**src/rtl/btb_update_ctrl_pkg.sv**
```systemverilog
// Shared types and constants for the BTB/BHT write-side controller.
// Holds FSM encoding, FIFO entry layout and the sweep tag fill.
package btb_update_ctrl_pkg;

    localparam int WORD_SIZE      = 16;
    localparam int DEF_BTB_SIZE   = 256;
    localparam int DEF_FIFO_DEPTH = 4;

    typedef enum logic {
        INIT = 1'b0,
        RUN  = 1'b1
    } state_t;

    typedef struct packed {
        logic [WORD_SIZE-1:0] pc;
        logic [WORD_SIZE-1:0] target;
        logic                 taken;
        logic                 mispredict;
    } upd_entry_t;

    localparam logic [WORD_SIZE-1:0] TAG_FILL = '1;

endpackage

```
**src/rtl/btb_update_ctrl_if.sv**
```systemverilog
// Resolution-update requests in, predictor write strobes out.
// master = requesters/predictor side, slave = controller.
interface btb_update_ctrl_if;
    import btb_update_ctrl_pkg::*;

    logic                 ex_upd_valid;
    logic [WORD_SIZE-1:0] ex_upd_pc;
    logic [WORD_SIZE-1:0] ex_upd_target;
    logic                 ex_upd_taken;
    logic                 ex_upd_mispredict;
    logic                 id_upd_valid;
    logic [WORD_SIZE-1:0] id_upd_pc;
    logic [WORD_SIZE-1:0] id_upd_target;
    logic                 id_upd_mispredict;
    logic                 upd_stall;
    logic                 init_busy;
    logic                 btb_write;
    logic                 bht_update;
    logic                 bht_flush;
    logic [WORD_SIZE-1:0] write_pc;
    logic [WORD_SIZE-1:0] pc_target;

    modport master (
        output ex_upd_valid, ex_upd_pc, ex_upd_target,
        output ex_upd_taken, ex_upd_mispredict,
        output id_upd_valid, id_upd_pc, id_upd_target,
        output id_upd_mispredict,
        input  upd_stall, init_busy, btb_write,
        input  bht_update, bht_flush, write_pc, pc_target
    );

    modport slave (
        input  ex_upd_valid, ex_upd_pc, ex_upd_target,
        input  ex_upd_taken, ex_upd_mispredict,
        input  id_upd_valid, id_upd_pc, id_upd_target,
        input  id_upd_mispredict,
        output upd_stall, init_busy, btb_write,
        output bht_update, bht_flush, write_pc, pc_target
    );

endinterface

```
**src/rtl/btb_update_ctrl_upd_fifo.sv**
```systemverilog
// Dual-push / single-pop pending-update FIFO.
// Port a is written ahead of port b when both push.
module upd_fifo
    import btb_update_ctrl_pkg::*;
#(
    parameter int DEPTH = DEF_FIFO_DEPTH,
    parameter int PW    = $clog2(DEPTH),
    parameter int CW    = PW + 1
) (
    input  logic          clk,
    input  logic          reset_n,
    input  logic          push_a,
    input  upd_entry_t    i_din_a,
    input  logic          push_b,
    input  upd_entry_t    i_din_b,
    input  logic          pop,
    output upd_entry_t    o_dout,
    output logic [CW-1:0] count
);

    upd_entry_t        r_mem [DEPTH];
    logic [PW-1:0]     r_wr_ptr;
    logic [PW-1:0]     r_rd_ptr;
    logic [CW-1:0]     r_count;
    logic [PW-1:0]     w_wr_ptr1;
    logic [PW-1:0]     w_b_ptr;

    assign w_wr_ptr1 = r_wr_ptr + PW'(1);
    assign w_b_ptr   = push_a ? w_wr_ptr1 : r_wr_ptr;
    assign o_dout    = r_mem[r_rd_ptr];
    assign count     = r_count;

    // storage: b lands behind a when both push
    always_ff @(posedge clk) begin
        if (push_a) r_mem[r_wr_ptr] <= i_din_a;
        if (push_b) r_mem[w_b_ptr]  <= i_din_b;
    end

    // pointers and occupancy, wrapping modulo depth
    always_ff @(posedge clk or negedge reset_n) begin
        if (!reset_n) begin
            r_wr_ptr <= '0;
            r_rd_ptr <= '0;
            r_count  <= '0;
        end else begin
            r_wr_ptr <= r_wr_ptr + PW'(push_a) + PW'(push_b);
            r_rd_ptr <= r_rd_ptr + PW'(pop);
            r_count  <= r_count + CW'(push_a) + CW'(push_b)
                        - CW'(pop);
        end
    end

endmodule

```
**src/rtl/btb_update_ctrl.sv**
```systemverilog
// BTB/BHT write controller: init sweep, then queued EX/ID updates.
// Optional BTB_UPD_PERF_CNT_EN adds predict_cnt / flush_cnt outputs.
module btb_update_ctrl
    import btb_update_ctrl_pkg::*;
#(
    parameter int BTB_SIZE   = DEF_BTB_SIZE,
    parameter int FIFO_DEPTH = DEF_FIFO_DEPTH
) (
    input  logic                 clk,
    input  logic                 reset_n,
    btb_update_ctrl_if.slave     bus
`ifdef BTB_UPD_PERF_CNT_EN
    ,
    output logic [WORD_SIZE-1:0] predict_cnt,
    output logic [WORD_SIZE-1:0] flush_cnt
`endif
);

    localparam int IDX_W = $clog2(BTB_SIZE);
    localparam int CW    = $clog2(FIFO_DEPTH) + 1;

    state_t               r_state;
    state_t               w_next_state;
    logic [IDX_W-1:0]     r_init_idx;
    logic                 r_btb_write;
    logic                 r_bht_update;
    logic                 r_bht_flush;
    logic                 r_init_busy;
    logic [WORD_SIZE-1:0] r_write_pc;
    logic [WORD_SIZE-1:0] r_pc_target;
    logic                 w_btb_write;
    logic                 w_bht_update;
    logic                 w_bht_flush;
    logic                 w_init_busy;
    logic [WORD_SIZE-1:0] w_write_pc;
    logic [WORD_SIZE-1:0] w_pc_target;
    logic                 w_stall;
    logic                 w_push_a;
    logic                 w_push_b;
    logic                 w_pop;
    logic [CW-1:0]        w_count;
    upd_entry_t           w_head;
    upd_entry_t           w_din_a;
    upd_entry_t           w_din_b;

    // keep two free slots whenever requests are accepted
    assign w_stall  = r_init_busy
                    | (w_count > CW'(FIFO_DEPTH - 2));
    assign w_push_a = !w_stall && (r_state == RUN)
                    && bus.ex_upd_valid;
    assign w_push_b = !w_stall && (r_state == RUN)
                    && bus.id_upd_valid;
    assign w_pop    = (r_state == RUN) && (w_count != '0);

    assign w_din_a = '{pc:         bus.ex_upd_pc,
                       target:     bus.ex_upd_target,
                       taken:      bus.ex_upd_taken,
                       mispredict: bus.ex_upd_mispredict};
    assign w_din_b = '{pc:         bus.id_upd_pc,
                       target:     bus.id_upd_target,
                       taken:      1'b1,
                       mispredict: bus.id_upd_mispredict};

    upd_fifo #(
        .DEPTH (FIFO_DEPTH)
    ) u_fifo (
        .clk     (clk),
        .reset_n (reset_n),
        .push_a  (w_push_a),
        .i_din_a (w_din_a),
        .push_b  (w_push_b),
        .i_din_b (w_din_b),
        .pop     (w_pop),
        .o_dout  (w_head),
        .count   (w_count)
    );

    // state register and sweep index
    always_ff @(posedge clk or negedge reset_n) begin
        if (!reset_n) begin
            r_state    <= INIT;
            r_init_idx <= '0;
        end else begin
            r_state <= w_next_state;
            if (r_state == INIT) r_init_idx <= r_init_idx + IDX_W'(1);
        end
    end

    // leave the sweep once the last index has been issued
    always_comb begin
        w_next_state = r_state;
        if (r_state == INIT && r_init_idx == '1) w_next_state = RUN;
    end

    // next values of the registered write-port strobes
    always_comb begin
        w_btb_write  = 1'b0;
        w_bht_update = 1'b0;
        w_bht_flush  = 1'b0;
        w_write_pc   = r_write_pc;
        w_pc_target  = r_pc_target;
        w_init_busy  = (r_state == INIT);
        unique case (r_state)
            INIT: begin
                w_btb_write            = 1'b1;
                w_write_pc             = TAG_FILL;
                w_write_pc[IDX_W-1:0]  = r_init_idx;
                w_pc_target            = '0;
            end
            RUN: begin
                if (w_pop) begin
                    w_bht_update = 1'b1;
                    w_bht_flush  = w_head.mispredict;
                    w_btb_write  = w_head.taken;
                    w_write_pc   = w_head.pc;
                    w_pc_target  = w_head.target;
                end
            end
        endcase
    end

    // output registers; busy lags state to align with the strobes
    always_ff @(posedge clk or negedge reset_n) begin
        if (!reset_n) begin
            r_btb_write  <= 1'b0;
            r_bht_update <= 1'b0;
            r_bht_flush  <= 1'b0;
            r_write_pc   <= '0;
            r_pc_target  <= '0;
            r_init_busy  <= 1'b1;
        end else begin
            r_btb_write  <= w_btb_write;
            r_bht_update <= w_bht_update;
            r_bht_flush  <= w_bht_flush;
            r_write_pc   <= w_write_pc;
            r_pc_target  <= w_pc_target;
            r_init_busy  <= w_init_busy;
        end
    end

    assign bus.upd_stall  = w_stall;
    assign bus.init_busy  = r_init_busy;
    assign bus.btb_write  = r_btb_write;
    assign bus.bht_update = r_bht_update;
    assign bus.bht_flush  = r_bht_flush;
    assign bus.write_pc   = r_write_pc;
    assign bus.pc_target  = r_pc_target;

`ifdef BTB_UPD_PERF_CNT_EN
    // count issued updates and flush-direction steps
    always_ff @(posedge clk or negedge reset_n) begin
        if (!reset_n) begin
            predict_cnt <= '0;
            flush_cnt   <= '0;
        end else begin
            if (w_bht_update) predict_cnt <= predict_cnt + WORD_SIZE'(1);
            if (w_bht_flush)  flush_cnt   <= flush_cnt + WORD_SIZE'(1);
        end
    end
`endif

endmodule
```
**src/flat_wrapper.sv**
```systemverilog
// flat-port wrapper written by rule: the top's interface ports become plain ports
module btb_update_ctrl_flat import btb_update_ctrl_pkg::*;
#(
    parameter int BTB_SIZE   = DEF_BTB_SIZE,
    parameter int FIFO_DEPTH = DEF_FIFO_DEPTH
)
  (clk, reset_n, bus_ex_upd_valid, bus_ex_upd_pc, bus_ex_upd_target, bus_ex_upd_taken, bus_ex_upd_mispredict, bus_id_upd_valid, bus_id_upd_pc, bus_id_upd_target, bus_id_upd_mispredict, bus_upd_stall, bus_init_busy, bus_btb_write, bus_bht_update, bus_bht_flush, bus_write_pc, bus_pc_target);
  btb_update_ctrl_if bus_i ();
  input  logic clk;
  input  logic reset_n;
  input wire logic [$bits(bus_i.ex_upd_valid)-1:0] bus_ex_upd_valid;
  input wire logic [$bits(bus_i.ex_upd_pc)-1:0] bus_ex_upd_pc;
  input wire logic [$bits(bus_i.ex_upd_target)-1:0] bus_ex_upd_target;
  input wire logic [$bits(bus_i.ex_upd_taken)-1:0] bus_ex_upd_taken;
  input wire logic [$bits(bus_i.ex_upd_mispredict)-1:0] bus_ex_upd_mispredict;
  input wire logic [$bits(bus_i.id_upd_valid)-1:0] bus_id_upd_valid;
  input wire logic [$bits(bus_i.id_upd_pc)-1:0] bus_id_upd_pc;
  input wire logic [$bits(bus_i.id_upd_target)-1:0] bus_id_upd_target;
  input wire logic [$bits(bus_i.id_upd_mispredict)-1:0] bus_id_upd_mispredict;
  output wire logic [$bits(bus_i.upd_stall)-1:0] bus_upd_stall;
  output wire logic [$bits(bus_i.init_busy)-1:0] bus_init_busy;
  output wire logic [$bits(bus_i.btb_write)-1:0] bus_btb_write;
  output wire logic [$bits(bus_i.bht_update)-1:0] bus_bht_update;
  output wire logic [$bits(bus_i.bht_flush)-1:0] bus_bht_flush;
  output wire logic [$bits(bus_i.write_pc)-1:0] bus_write_pc;
  output wire logic [$bits(bus_i.pc_target)-1:0] bus_pc_target;
  assign bus_i.ex_upd_valid = bus_ex_upd_valid;
  assign bus_i.ex_upd_pc = bus_ex_upd_pc;
  assign bus_i.ex_upd_target = bus_ex_upd_target;
  assign bus_i.ex_upd_taken = bus_ex_upd_taken;
  assign bus_i.ex_upd_mispredict = bus_ex_upd_mispredict;
  assign bus_i.id_upd_valid = bus_id_upd_valid;
  assign bus_i.id_upd_pc = bus_id_upd_pc;
  assign bus_i.id_upd_target = bus_id_upd_target;
  assign bus_i.id_upd_mispredict = bus_id_upd_mispredict;
  assign bus_upd_stall = bus_i.upd_stall;
  assign bus_init_busy = bus_i.init_busy;
  assign bus_btb_write = bus_i.btb_write;
  assign bus_bht_update = bus_i.bht_update;
  assign bus_bht_flush = bus_i.bht_flush;
  assign bus_write_pc = bus_i.write_pc;
  assign bus_pc_target = bus_i.pc_target;
  btb_update_ctrl #(.BTB_SIZE(BTB_SIZE), .FIFO_DEPTH(FIFO_DEPTH)) u_core (.clk(clk), .reset_n(reset_n), .bus(bus_i));
endmodule
```
**config.mk**
```make
export PLATFORM = sky130hd
export DESIGN_NAME = btb_update_ctrl_flat
export DESIGN_NICKNAME = d
export VERILOG_FILES = /design/src/rtl/btb_update_ctrl_pkg.sv /design/src/rtl/btb_update_ctrl_if.sv /design/src/rtl/btb_update_ctrl_upd_fifo.sv /design/src/rtl/btb_update_ctrl.sv /design/src/flat_wrapper.sv
export SDC_FILE = /design/constraint.sdc
export NUM_CORES = 1
export LEC_CHECK = 0
export CELL_PAD_IN_SITES_DETAIL_PLACEMENT = 1
export CELL_PAD_IN_SITES_GLOBAL_PLACEMENT = 1
export CORE_ASPECT_RATIO = 0.7
export CORE_MARGIN = 2
export CORE_UTILIZATION = 45
export CTS_BUF_LIST = sky130_fd_sc_hd__clkbuf_8 sky130_fd_sc_hd__clkbuf_16
export CTS_CLUSTER_DIAMETER = 40
export DETAILED_ROUTE_END_ITERATION = 8
export GPL_ROUTABILITY_DRIVEN = 0
export PLACE_DENSITY_LB_ADDON = 0.1
export RECOVER_POWER = 100
export SKIP_LAST_GASP = 1
export SYNTH_ARGS = -nofsm -noshare
export SYNTH_HDL_FRONTEND = slang
export SYNTH_SLANG_ARGS = --single-unit
```
**constraint.sdc**
```tcl
create_clock -name clk -period 7.2 [get_ports clk]
set_input_delay 1.8 -clock clk [delete_from_list [all_inputs] [get_ports clk]]
set_output_delay 1.8 -clock clk [all_outputs]
set_load 0.05 [all_outputs]
```
Word level (Yosys, flattened, before mapping)
Memories as Yosys holds them, arrays and structs flattened.
Index checks and enable logic that the tools add are counted.
{"block": "word_totals", "register_bits": 52, "out_inout_bits": 37, "word_cells": 47, "inputBits": 71, "ramBits": 136, "memories": 1}
{"block": "op_classes", "bitwise": 2, "reduce_logical": 7, "addsub": 8, "muxes": 15, "n_eq_ne": 2, "magnitude_cmp": 1}
{"memory": "u_core.u_fifo.r_mem", "words": 4, "width": 34, "rd": 1, "rd_clocked_by_memory_dff": 0, "wr": 2, "line": "btb_update_ctrl_upd_fifo.sv:21", "source": "upd_entry_t r_mem [DEPTH];"}
{"operator": "$pmux 16 s2", "n": 2}
{"operator": "$mux 16", "n": 2}
{"operator": "$mux 1", "n": 9}
{"operator": "$add 8x1->8 const B", "n": 1}
{"operator": "$eq 8x8->1 const B", "n": 1}
{"operator": "$add 2x1->2", "n": 3}
{"operator": "$add 3x1->3", "n": 2}
{"operator": "$logic_and 1x1->1", "n": 5}
{"operator": "$gt 3x2->1 const B", "n": 1}
{"operator": "$reduce_bool 3->1", "n": 1}
{"operator": "$sub 3x1->3", "n": 1}
{"operator": "$add 2x1->2 const B", "n": 1}
{"operator": "$mux 2", "n": 1}
{"operator": "$ne 2x2->1 const B", "n": 1}
{"operator": "$pmux 1 s2", "n": 1}
{"operator": "$logic_not 1->1", "n": 1}
{"operator": "$not 1->1", "n": 1}
{"operator": "$or 1x1->1", "n": 1}

Longest topological paths before layout
Gate-level depths: netlist of the first run.
{"block": "logic_depth", "word_depth": 8, "mapped_depth": 11, "ltp_nobuf": 9}

Modules after synthesis
A second synthesis of the first run with hierarchy kept.
{"block": "hier_totals", "hier_cells": 497, "hier_area_um2": 9012.4}
{"mod": "upd_fifo", "n_inst": 1, "cells_each": 372, "seq_area_each_um2": 4259.1, "area_per_inst_um2": 7265.7}
{"mod": "btb_update_ctrl", "n_inst": 1, "cells_each": 125, "seq_area_each_um2": 1127.3, "area_per_inst_um2": 1746.7}

Least setup slack after synthesis of the first run
Ideal clock, no wire load.
{"block": "synth_path", "path_type": "input port to flip-flop", "startpoint": "input port bus_id_upd_valid", "endpoint": "register u_core.u_fifo.r_count[2] (netlist: u_core.u_fifo.count[2])", "slack_ps": 3316, "n_path_buf": 2, "cell_stages": 9, "required_ps": 7077, "arrival_ps": 3761, "cell_sequence": "o2111a_2 buf_6 clkbuf_1 inv_1 ha_1 inv_1 fa_1 fa_1 xnor2_1"}
{"block": "synth_via", "elab_chain_len": 3}
{"item": "from (decl)", "line": "flat_wrapper.sv:16", "source": "input wire logic [$bits(bus_i.id_upd_valid)-1:0] bus_id_upd_valid;"}
{"item": "$logic_and 1x1->1", "line": "btb_update_ctrl.sv:52", "source": "&& bus.id_upd_valid;"}
{"item": "$add 3x1->3", "line": "btb_update_ctrl_upd_fifo.sv:48", "source": "r_count <= r_count + CW'(push_a) + CW'(push_b)"}
{"item": "$sub 3x1->3", "line": "btb_update_ctrl_upd_fifo.sv:49", "source": "- CW'(pop);"}
{"item": "to (signal assigned)", "line": "btb_update_ctrl_upd_fifo.sv:48"}
{"item": "to (decl)", "line": "btb_update_ctrl_upd_fifo.sv:24", "source": "logic [CW-1:0] r_count;"}
Every way passes these cells.
A chain may end at the register's enable or synchronous reset.

==> impl_metrics.ini, run 1 <==
[critical_path]
cp_max_fo = 35
cpPeakStageDelay_ns = 1.53
crit_type = in2reg
crit_buf_inv = 3
critPathTopFamily = buffers and inverters
start_kind = primary input
critPathArrivalTime_ns = 5.63
slowest_stage = clkbuf_1
cp-end-kind = register
cp_cell_sequence = dlygate4sd3_1 -> and4b_1 -> o21a_1 -> clkbuf_1 -> inv_1 -> nand2_2
worstPathRequired_ns = 7.24

[yosys]
yosys-top-cells-area = edfxtp_1, dfrtp_1, mux2i_1
yosysMostFrequentCell = nand2_1
yosys.area_share.simple_pct = 10.1
synth_area_um2 = 9450
syn-num-nets = 823
synthXorXnorAreaFrac_pct = 0.927
synth_compound_area_share_pct = 6.03
synth_ff_type = edfxtp_1
synth_top_area_share_pct = 42.0
synth_top_family_by_area = multiplexers
synthArstFlopShare_pct = 27.7
yosysTopAreaCell = edfxtp_1
ys_ff_latch = 188
yosys.area_share.adder_pct = 1.70
syn_area_per_cell_um2 = 12.7
yosysWarnings = 0
synth-edff-count = 132
synth_cell_types = 45
seq_area_frac_synth_pct = 56.6
synth_cells = 741
ys_top_cells_by_count = nand2_1, edfxtp_1, mux2i_1, dfrtp_1, inv_1
synthMuxAreaShare_pct = 18.9

[sta]
final_max_slew_viol_count = 196
period_needed_ns = 5.59
setup_viol = 0
max_freq_mhz = 179
maxSlewHeadroom_pct = -115
fin_setup_tns_ns = 0
fin_ws_ns = 1.61
rsz0062_at_grt = no
finalHoldViolCount = 0
skew_ns = 0.0134
fin_crit_sh_pct = 77.6
tightestPinTransition_ns = 3.22

[placement]
dp_cells = 1081
post-place-ws_ns = 2.14
numPortBuffers = 107
dp_hpwl_mm = 15.7

[clock_tree]
clock_latency_ns = 0.43
cts_made_buffers = 17
cts_tree = yes
clk_pin_slew_worst_paths_ns = 0.07
cts_post_setup_buffers_inserted = 0
clock-sinks = 188
cts_resized = 0
cts_root_buffer = clkbuf_16
clockBufferDepth = 2
htreeDepth = 4
cts_hold_buf = 0

[final_layout]
layout.nets = 906
drive_gt1_share_pct = 10.2
insertedDiodeCount = 0
final_cells = 1111
nFillCells = 2083
fin_util_pct = 54.2
syn_to_final_growth_pct = 18.4

[floorplan]
die_w_um = 177
io_pins = 108
core-area_um2 = 20600
start_util_pct = 45.8
rows = 44
dieArea_um2 = 22200
die_height_um = 125

[grt]
antenna_found_initial = 1
grt_max_degree = 53
grt_pass1_wl_mm = 40.9
grt_pass1_vias = 6935
grt_overflow_total = 0
grt_util_all_layers_pct = 24.9

[routing]
wl_per_cell_um = 23.9
firstDrtPassIters = 5
drc = 0
wirelength_mm = 26.6
viasPerCell = 5.78
num_vias = 6421
drt_iter0_drc = 447
ant_nets = 0

[power_and_ir_drop]
cellLeakagePower_nw = 4.06
ir_drop_uv = 173
powerDensity_nw_per_um2 = 195

[status]
outcome = complete, but fails checks
violations = max-capacitance violations, max-slew violations

[run]
maxCapViolCount = 5

[hold_path]
worstHoldPathType = reg2reg
worst register-to-register path: cells and delay by family (launching register included):
| kind | cells | cell delay [ns] |
|---|---|---|
| flip-flops | 1 | 0.51 |
| adder cells (fa/ha/maj) | 1 | 0.40 |
| AO/OA/AOI/OAI | 1 | 0.09 |
| buffers and inverters | 2 | 1.74 |
| AND/OR/NAND/NOR | 3 | 1.25 |
layer usage:
layer / wire length (um) / GRT usage, %
met1: 11500 / 33.1
met2: 13400 / 42.3
met3: 1370 / 4.17
met4: 333 / 7.19
met5: 18 / 0
through the flow:
stage / hold slack (ns) / cell area [um^2] / power (W)
global placement: 0.449 / 10600 / 0.00124
finish: 0.481 / 11200 / 0.00219
global route: 0.515 / 11200 / 0.00225
CTS: 0.490 / 11200 / 0.00220
detailed placement: 0.468 / 10600 / 0.00124
floorplan: 0.435 / 9450 / 0.00118
cells by family after synthesis:
logic type	Yosys count
XOR/XNOR	10
flip-flops	188
multiplexers	136
AO/OA/AOI/OAI	77
buffers and inverters	104
AND/OR/NAND/NOR	215
adder cells (fa/ha/maj)	11
where the power goes:
group | internal (W) | switching [W] | total, W
Sequential | 0.00115 | 0 | 0.00115
Clock | 0.000551 | 0.000416 | 0.000967
Combinational | 0.0000374 | 0.0000365 | 0.0000739
Total | 0.00173 | 0.000452 | 0.00219
sequential cells by signal, indices dropped and copies added (netlist names):
name,cells
u_core.bus.pc_target,16
u_core.bus.init_busy,1
u_core.r_init_idx,8
u_core.bus.btb_write,1
u_core.r_state,1
u_core.u_fifo.r_wr_ptr,2
u_core.u_fifo.count,3
u_core.bus.bht_flush,1
u_core.u_fifo.r_mem,136
u_core.bus.bht_update,1
u_core.u_fifo.r_rd_ptr,2
u_core.bus.write_pc,16
cells in the final DEF, fill, tap and decap left out, drive strengths merged, types with 2 or more instances in the layout:
master / instances
nand2: 140
edfxtp: 132
mux2i: 101
clkdlybuf4s50: 67
dfrtp: 51
inv: 51
dlygate4sd3: 39
nand3: 37
o21ai: 35
mux4: 34
clkbuf: 22
a22o: 16
buf: 10
nor2b: 9
nor2: 8
o22a: 8
ha: 8
xnor2: 7
a221o: 7
and3: 5
nor3: 4
dfxtp: 4
o21a: 4
clkinv: 4
and4b: 3
xor2: 3
fa: 3
bufinv: 3
and2: 3
or2: 2
a211o: 2
clkinvlp: 2
nor3b: 2
cell type report:
type                    count  area (um^2)  share of cell area, %
flip-flops and latches    188         5350                   47.8
multi-input cells         449         3580                   32.0
repair buffers            120         1150                   10.3
clock buffers              18          439                   3.93
well taps                 276          345                   3.09
inverters                  48          180                   1.61
clock inverters            12          148                   1.32
path summary, 6_finish.rpt:
kind | endpoint | from | slack [ns] | depth (start not counted)
hold reg to reg | u_core.r_init_idx[2] | u_core.r_init_idx[2] | 0.48 | 1
min in group asynchronous | u_core.bus.write_pc[10] | reset_n | 2.54 | 2
setup reg to reg | u_core.u_fifo.r_mem[3][33] | u_core.u_fifo.r_wr_ptr[0] | 2.81 | 7
hold / removal | u_core.r_init_idx[2] | u_core.r_init_idx[2] | 0.48 | 1
setup / recovery | u_core.u_fifo.r_mem[1][25] | bus_ex_upd_valid | 1.61 | 6
max in group asynchronous | u_core.u_fifo.r_rd_ptr[0] | reset_n | 2.61 | 2
No activity file was read; power rests on OpenSTA's default activity.
==> run 2: changes to the inputs <==
Settings changed: CORE_UTILIZATION 45 to 42.
Clock period 7.2 ns to 4.6 ns, I/O delays scaled along.
==> run 2 against run 1 <==
  * The flow still finishes with violations (max-capacitance violations, max-slew violations)
  * Critical path depth is 1 lower
  * Utilization is 2.9 points lower
  * Clock-buffer cell count is 1 lower
  * Critical path type unchanged
==> impl_metrics.ini, run 2 (synthesized netlist as in run 1, its figures left out) <==
[routing]
num_vias = 6402
wl_met3_mm = 1.21
drt_iter0_drc = 520
viasPerCell = 5.70
highest_layer = met4
firstDrtPassIters = 5
wirelength_mm = 26.9
dr_wl_met2_mm = 12.9
ant_nets = 0
m1WireLength_mm = 12.5
wl_per_cell_um = 23.9
drc = 0

[grt]
grt_overflow_total = 0
grt_pass1_vias = 6898
grt_max_degree = 36
grt_util_all_layers_pct = 23.8
grt_pass1_wl_mm = 41.4
antenna_found_initial = 0

[floorplan]
die_w_um = 183
rows = 45
die_height_um = 129
io_pins = 108
core-area_um2 = 21900
dieArea_um2 = 23700
start_util_pct = 43.1

[final_layout]
drive_gt1_share_pct = 10.6
regMostFlops = u_core.u_fifo.r_mem
layout.nets = 911
nFillCells = 2183
syn_to_final_growth_pct = 18.8
register_area_um2 = 5350
fin_area_um2 = 11200
layout_commonest_cell = nand2_1
mostFrequentLayoutCells = nand2_1, edfxtp_1, mux2i_1, clkdlybuf4s50_1, dfrtp_1
fin_util_pct = 51.2
insertedDiodeCount = 0
largest_register_ffs = 136
multi_input_area_um2 = 3560

[critical_path]
cpPeakStageDelay_ns = 0.76
cp-end-kind = register
regToRegEndpoint = u_core.u_fifo.r_mem[2][18]
worstPathRequired_ns = 4.66
r2r-start = u_core.r_state
critPathArrivalTime_ns = 3.74
cp_cell_sequence = clkdlybuf4s50_1 -> o2111a_1 -> o21ai_0 -> nand2_1 -> clkbuf_2
cp_max_fo = 23
r2r_slack_ns = 0.96
slowest_stage = clkbuf_2
r2r_cells = 5
start_kind = primary input
crit_type = in2reg

[clock_tree]
clockBufferDepth = 2
clk_pin_slew_worst_paths_ns = 0.07
htreeDepth = 4
cts_made_buffers = 17
cts_resized = 0
cts_root_buffer = clkbuf_16
cts_post_setup_buffers_inserted = 0
cts_tree = yes
clock_latency_ns = 0.44
cts_hold_buf = 0
clock-sinks = 188

[placement]
dp_hpwl_mm = 16.7
placed_cell_area_um2 = 10700
numPortBuffers = 107

[power_and_ir_drop]
p_sw_share_pct = 22.7
intPower_w = 0.00261
cellLeakagePower_nw = 4.08
combPwrFrac_pct = 3.5
clkPwrFrac_pct = 43.4
p_seq_share_pct = 53.1
powerDensity_nw_per_um2 = 301
p_sw_w = 0.000767
ir_drop_uv = 271

[hold_path]
hp-start = u_core.r_init_idx[2]
worstHoldPathType = reg2reg
hold_depth = 1
min_to = u_core.r_init_idx[2]

[sta]
maxSlewHeadroom_pct = -32.5
max_freq_mhz = 272
final_max_slew_viol_count = 82
finalHoldViolCount = 0
fin_setup_tns_ns = 0
tightestPinTransition_ns = 1.99
setup_viol = 0
skew_ns = 0.00870
rsz0062_at_grt = no
period_needed_ns = 3.68
fin_crit_sh_pct = 79.9

[status]
outcome = complete, but fails checks
violations = max-capacitance violations, max-slew violations

[run]
maxCapViolCount = 4
-- run 2: cell types whose count changed in the layout (fill, tap and decap cells not counted), sizes merged --
cell           before  now
buf                10   11
bufinv              3    1
clkbuf             22   25
clkdlybuf4s50      67   68
clkinv              4    2
clkinvlp            2    6
dlygate4sd3        39   38
inv                51   54
-- run 2: layout make-up --
type / instances / area share, %
clock inverter: 15 / 1.29
timing repair buffer: 125 / 10.8
inverter: 48 / 1.61
sequential: 188 / 47.6
clock buffer: 17 / 3.79
tap: 282 / 3.14
multi-input combinational: 449 / 31.7
-- run 2: worst max-delay path: cells and delay by family --
| kind | cells | cell delay, ns |
|---|---|---|
| AOI/OAI and AO/OA | 2 | 0.83 |
| buffers and inverters | 2 | 1.23 |
| and+or+nand+nor | 1 | 0.52 |
-- run 2: through the flow --
stage	setup slack, ns	hold slack, ns	power (W)	instances
3_5_place_dp	0.932	0.467	0.00195	1092
6_report	0.923	0.476	0.00338	1124
5_1_grt	0.551	0.495	0.00346	1124
4_1_cts	1.14	0.481	0.00340	1124
3_3_place_gp	1.00	0.447	0.00194	1092
2_1_floorplan	1.37	0.435	0.00185	741
-- run 2: per-layer routing --
| layer | vias up | global-route usage [%] |
|---|---|---|
| met2 | 160 | 40.2 |
| met5 | - | 0 |
| met1 | 3370 | 32.6 |
| met3 | 18 | 3.91 |
| met4 | 0 | 5.69 |
| li1 | 2854 | - |
-- run 2: worst max-delay path by stage --
stage	startpoint	to	slack [ns]	cells after the start
finish	bus_id_upd_valid	u_core.u_fifo.r_mem[2][18]	0.92	5
global route	reset_n	u_core.bus.pc_target[13]	0.55	2
CTS	u_core.u_fifo.count[1]	bus_upd_stall	1.14	6
detailed placement	bus_id_upd_valid	u_core.u_fifo.count[2]	0.93	8
global placement	bus_id_upd_valid	u_core.u_fifo.count[2]	1.00	8
floorplan	bus_id_upd_valid	u_core.u_fifo.count[2]	1.37	9
-- run 2: power groups by stage --
stage / clock [W] / combinational, W / sequential (W)
2_1_floorplan: 0 / 0.0000165 / 0.00183
3_3_place_gp: 0 / 0.000114 / 0.00183
3_5_place_dp: 0 / 0.000118 / 0.00183
4_1_cts: 0.00148 / 0.000119 / 0.00179
5_1_grt: 0.00154 / 0.000125 / 0.00179
6_report: 0.00147 / 0.000117 / 0.00179
==> run 3: changes to the inputs <==
Settings changed: CORE_UTILIZATION 42 to 45.
Clock period 4.6 ns to 3.44 ns, I/O delays scaled along.
==> run 3 against run 2 <==
  * The flow still finishes with violations (max-capacitance violations, max-slew violations)
  * Global-route usage up 1.7 points
  * Largest cell class unchanged
  * Largest power group unchanged
  * Cell count up 0.98%
  * Total power up 34%
==> impl_metrics.ini, run 3 (synthesized netlist as in run 1, its figures left out) <==
[sta]
tightestPinTransition_ns = 1.54
maxSlewHeadroom_pct = -2.86
final_max_slew_viol_count = 53
rsz0062_at_grt = no
fin_hold_ws_ns = 0.485
max_freq_mhz = 309
finalHoldViolCount = 0
fin_crit_sh_pct = 94.2
fin_setup_tns_ns = 0
period_needed_ns = 3.24
skew_ns = 0.0135
setup_viol = 0

[grt]
grt_pass1_wl_mm = 42.0
grt_max_degree = 53
grt_util_all_layers_pct = 25.5
grt_overflow_total = 0
antenna_found_initial = 0
grt_pass1_vias = 7055

[final_layout]
multi_input_area_um2 = 3550
drive_gt1_share_pct = 11.9
insertedDiodeCount = 0
layout.nets = 928
register_area_um2 = 5350
final_cells = 1135
nFillCells = 2128
regMostFlops = u_core.u_fifo.r_mem
mostFrequentLayoutCells = nand2_1, edfxtp_1, mux2i_1, clkdlybuf4s50_1, dfrtp_1
layout_commonest_cell = nand2_1
largest_register_ffs = 136
syn_to_final_growth_pct = 19.6

[placement]
numPortBuffers = 107
dp_cells = 1103
dp_hpwl_mm = 17.3

[routing]
ant_nets = 0
drt_iter0_drc = 513
num_vias = 6486
viasPerCell = 5.71
firstDrtPassIters = 5
drc = 0
wirelength_mm = 26.9
wl_per_cell_um = 23.7

[hold_path]
worstHoldPathType = reg2reg

[floorplan]
die_w_um = 177
die_height_um = 125
start_util_pct = 45.8
io_pins = 108
core-area_um2 = 20600
rows = 44
dieArea_um2 = 22200

[critical_path]
cp_max_fo = 6
r2r_slack_ns = 0.37
cp-end-kind = output pin
crit_type = reg2out
worstPathRequired_ns = 2.58
critPathArrivalTime_ns = 2.38
start_kind = register

[clock_tree]
clock_latency_ns = 0.45
cts_made_buffers = 17
cts_resized = 0
cts_post_setup_buffers_inserted = 0
clock-sinks = 188
cts_tree = yes
htreeDepth = 4
cts_hold_buf = 0
clockBufferDepth = 2
cts_root_buffer = clkbuf_16
clk_pin_slew_worst_paths_ns = 0.07

[power_and_ir_drop]
powerDensity_nw_per_um2 = 401
ir_drop_uv = 321
cellLeakagePower_nw = 4.14

[status]
outcome = complete, but fails checks
violations = max-capacitance violations, max-slew violations

[run]
maxCapViolCount = 1
[run 3: final timing paths]
kind / startpoint / endpoint / cells past startpoint
setup / recovery: u_core.u_fifo.count[1] / bus_upd_stall / 6
hold / removal: u_core.u_fifo.r_mem[2][1] / u_core.u_fifo.r_mem[2][1] / 2
setup reg to reg: u_core.r_state / u_core.u_fifo.r_mem[2][5] / 6
hold reg to reg: u_core.u_fifo.r_mem[2][1] / u_core.u_fifo.r_mem[2][1] / 2
max in group asynchronous: reset_n / u_core.u_fifo.r_rd_ptr[1] / 2
min in group asynchronous: reset_n / u_core.bus.write_pc[9] / 2
[run 3: area by class of cell]
| cell class | count | share of cell area, % |
|---|---|---|
| clock buffer | 18 | 3.89 |
| clock inverter | 14 | 1.24 |
| inverter | 48 | 1.59 |
| multi-input combinational | 449 | 31.4 |
| sequential | 188 | 47.3 |
| tap | 276 | 3.06 |
| timing repair buffer | 142 | 11.5 |
[run 3: routing by layer]
| metal | share of wire (%) | up-vias | global-route usage (%) |
|---|---|---|---|
| met3 | 5.6 | 28 | 4.99 |
| met1 | 44 | 3379 | 35.3 |
| met2 | 49 | 193 | 41.5 |
| li1 | - | 2886 | - |
| met5 | 0 | - | 0 |
| met4 | 1.3 | 0 | 6.47 |
[run 3: through the flow]
stage | power [W] | worst slack [ns] | area (um^2) | utilization (%)
2_1_floorplan | 0.00247 | 0.496 | 9450 | -
3_3_place_gp | 0.00260 | 0.445 | 10800 | 52.5
3_5_place_dp | 0.00260 | 0.429 | 10800 | 52.5
4_1_cts | 0.00455 | 0.162 | 11400 | 55.3
5_1_grt | 0.00465 | 0.0619 | 11300 | 54.7
6_report | 0.00453 | 0.199 | 11300 | 54.7
[run 3: report_power, final]
part           leakage [nW]  internal [W]  switching (W)
clock network         0.277       0.00103       0.000945
logic                  2.28     0.0000786      0.0000766
registers              1.58       0.00240              0
total                  4.14       0.00351        0.00102
[run 3: critical path, stage by stage, from the launching register on]
cell and delay, ns:
dfrtp_1 0.40, inv_1 0.11, ha_1 0.35, nor2_1 0.11
nor2_1 0.20, inv_1 0.07, clkdlybuf4s50_1 0.70
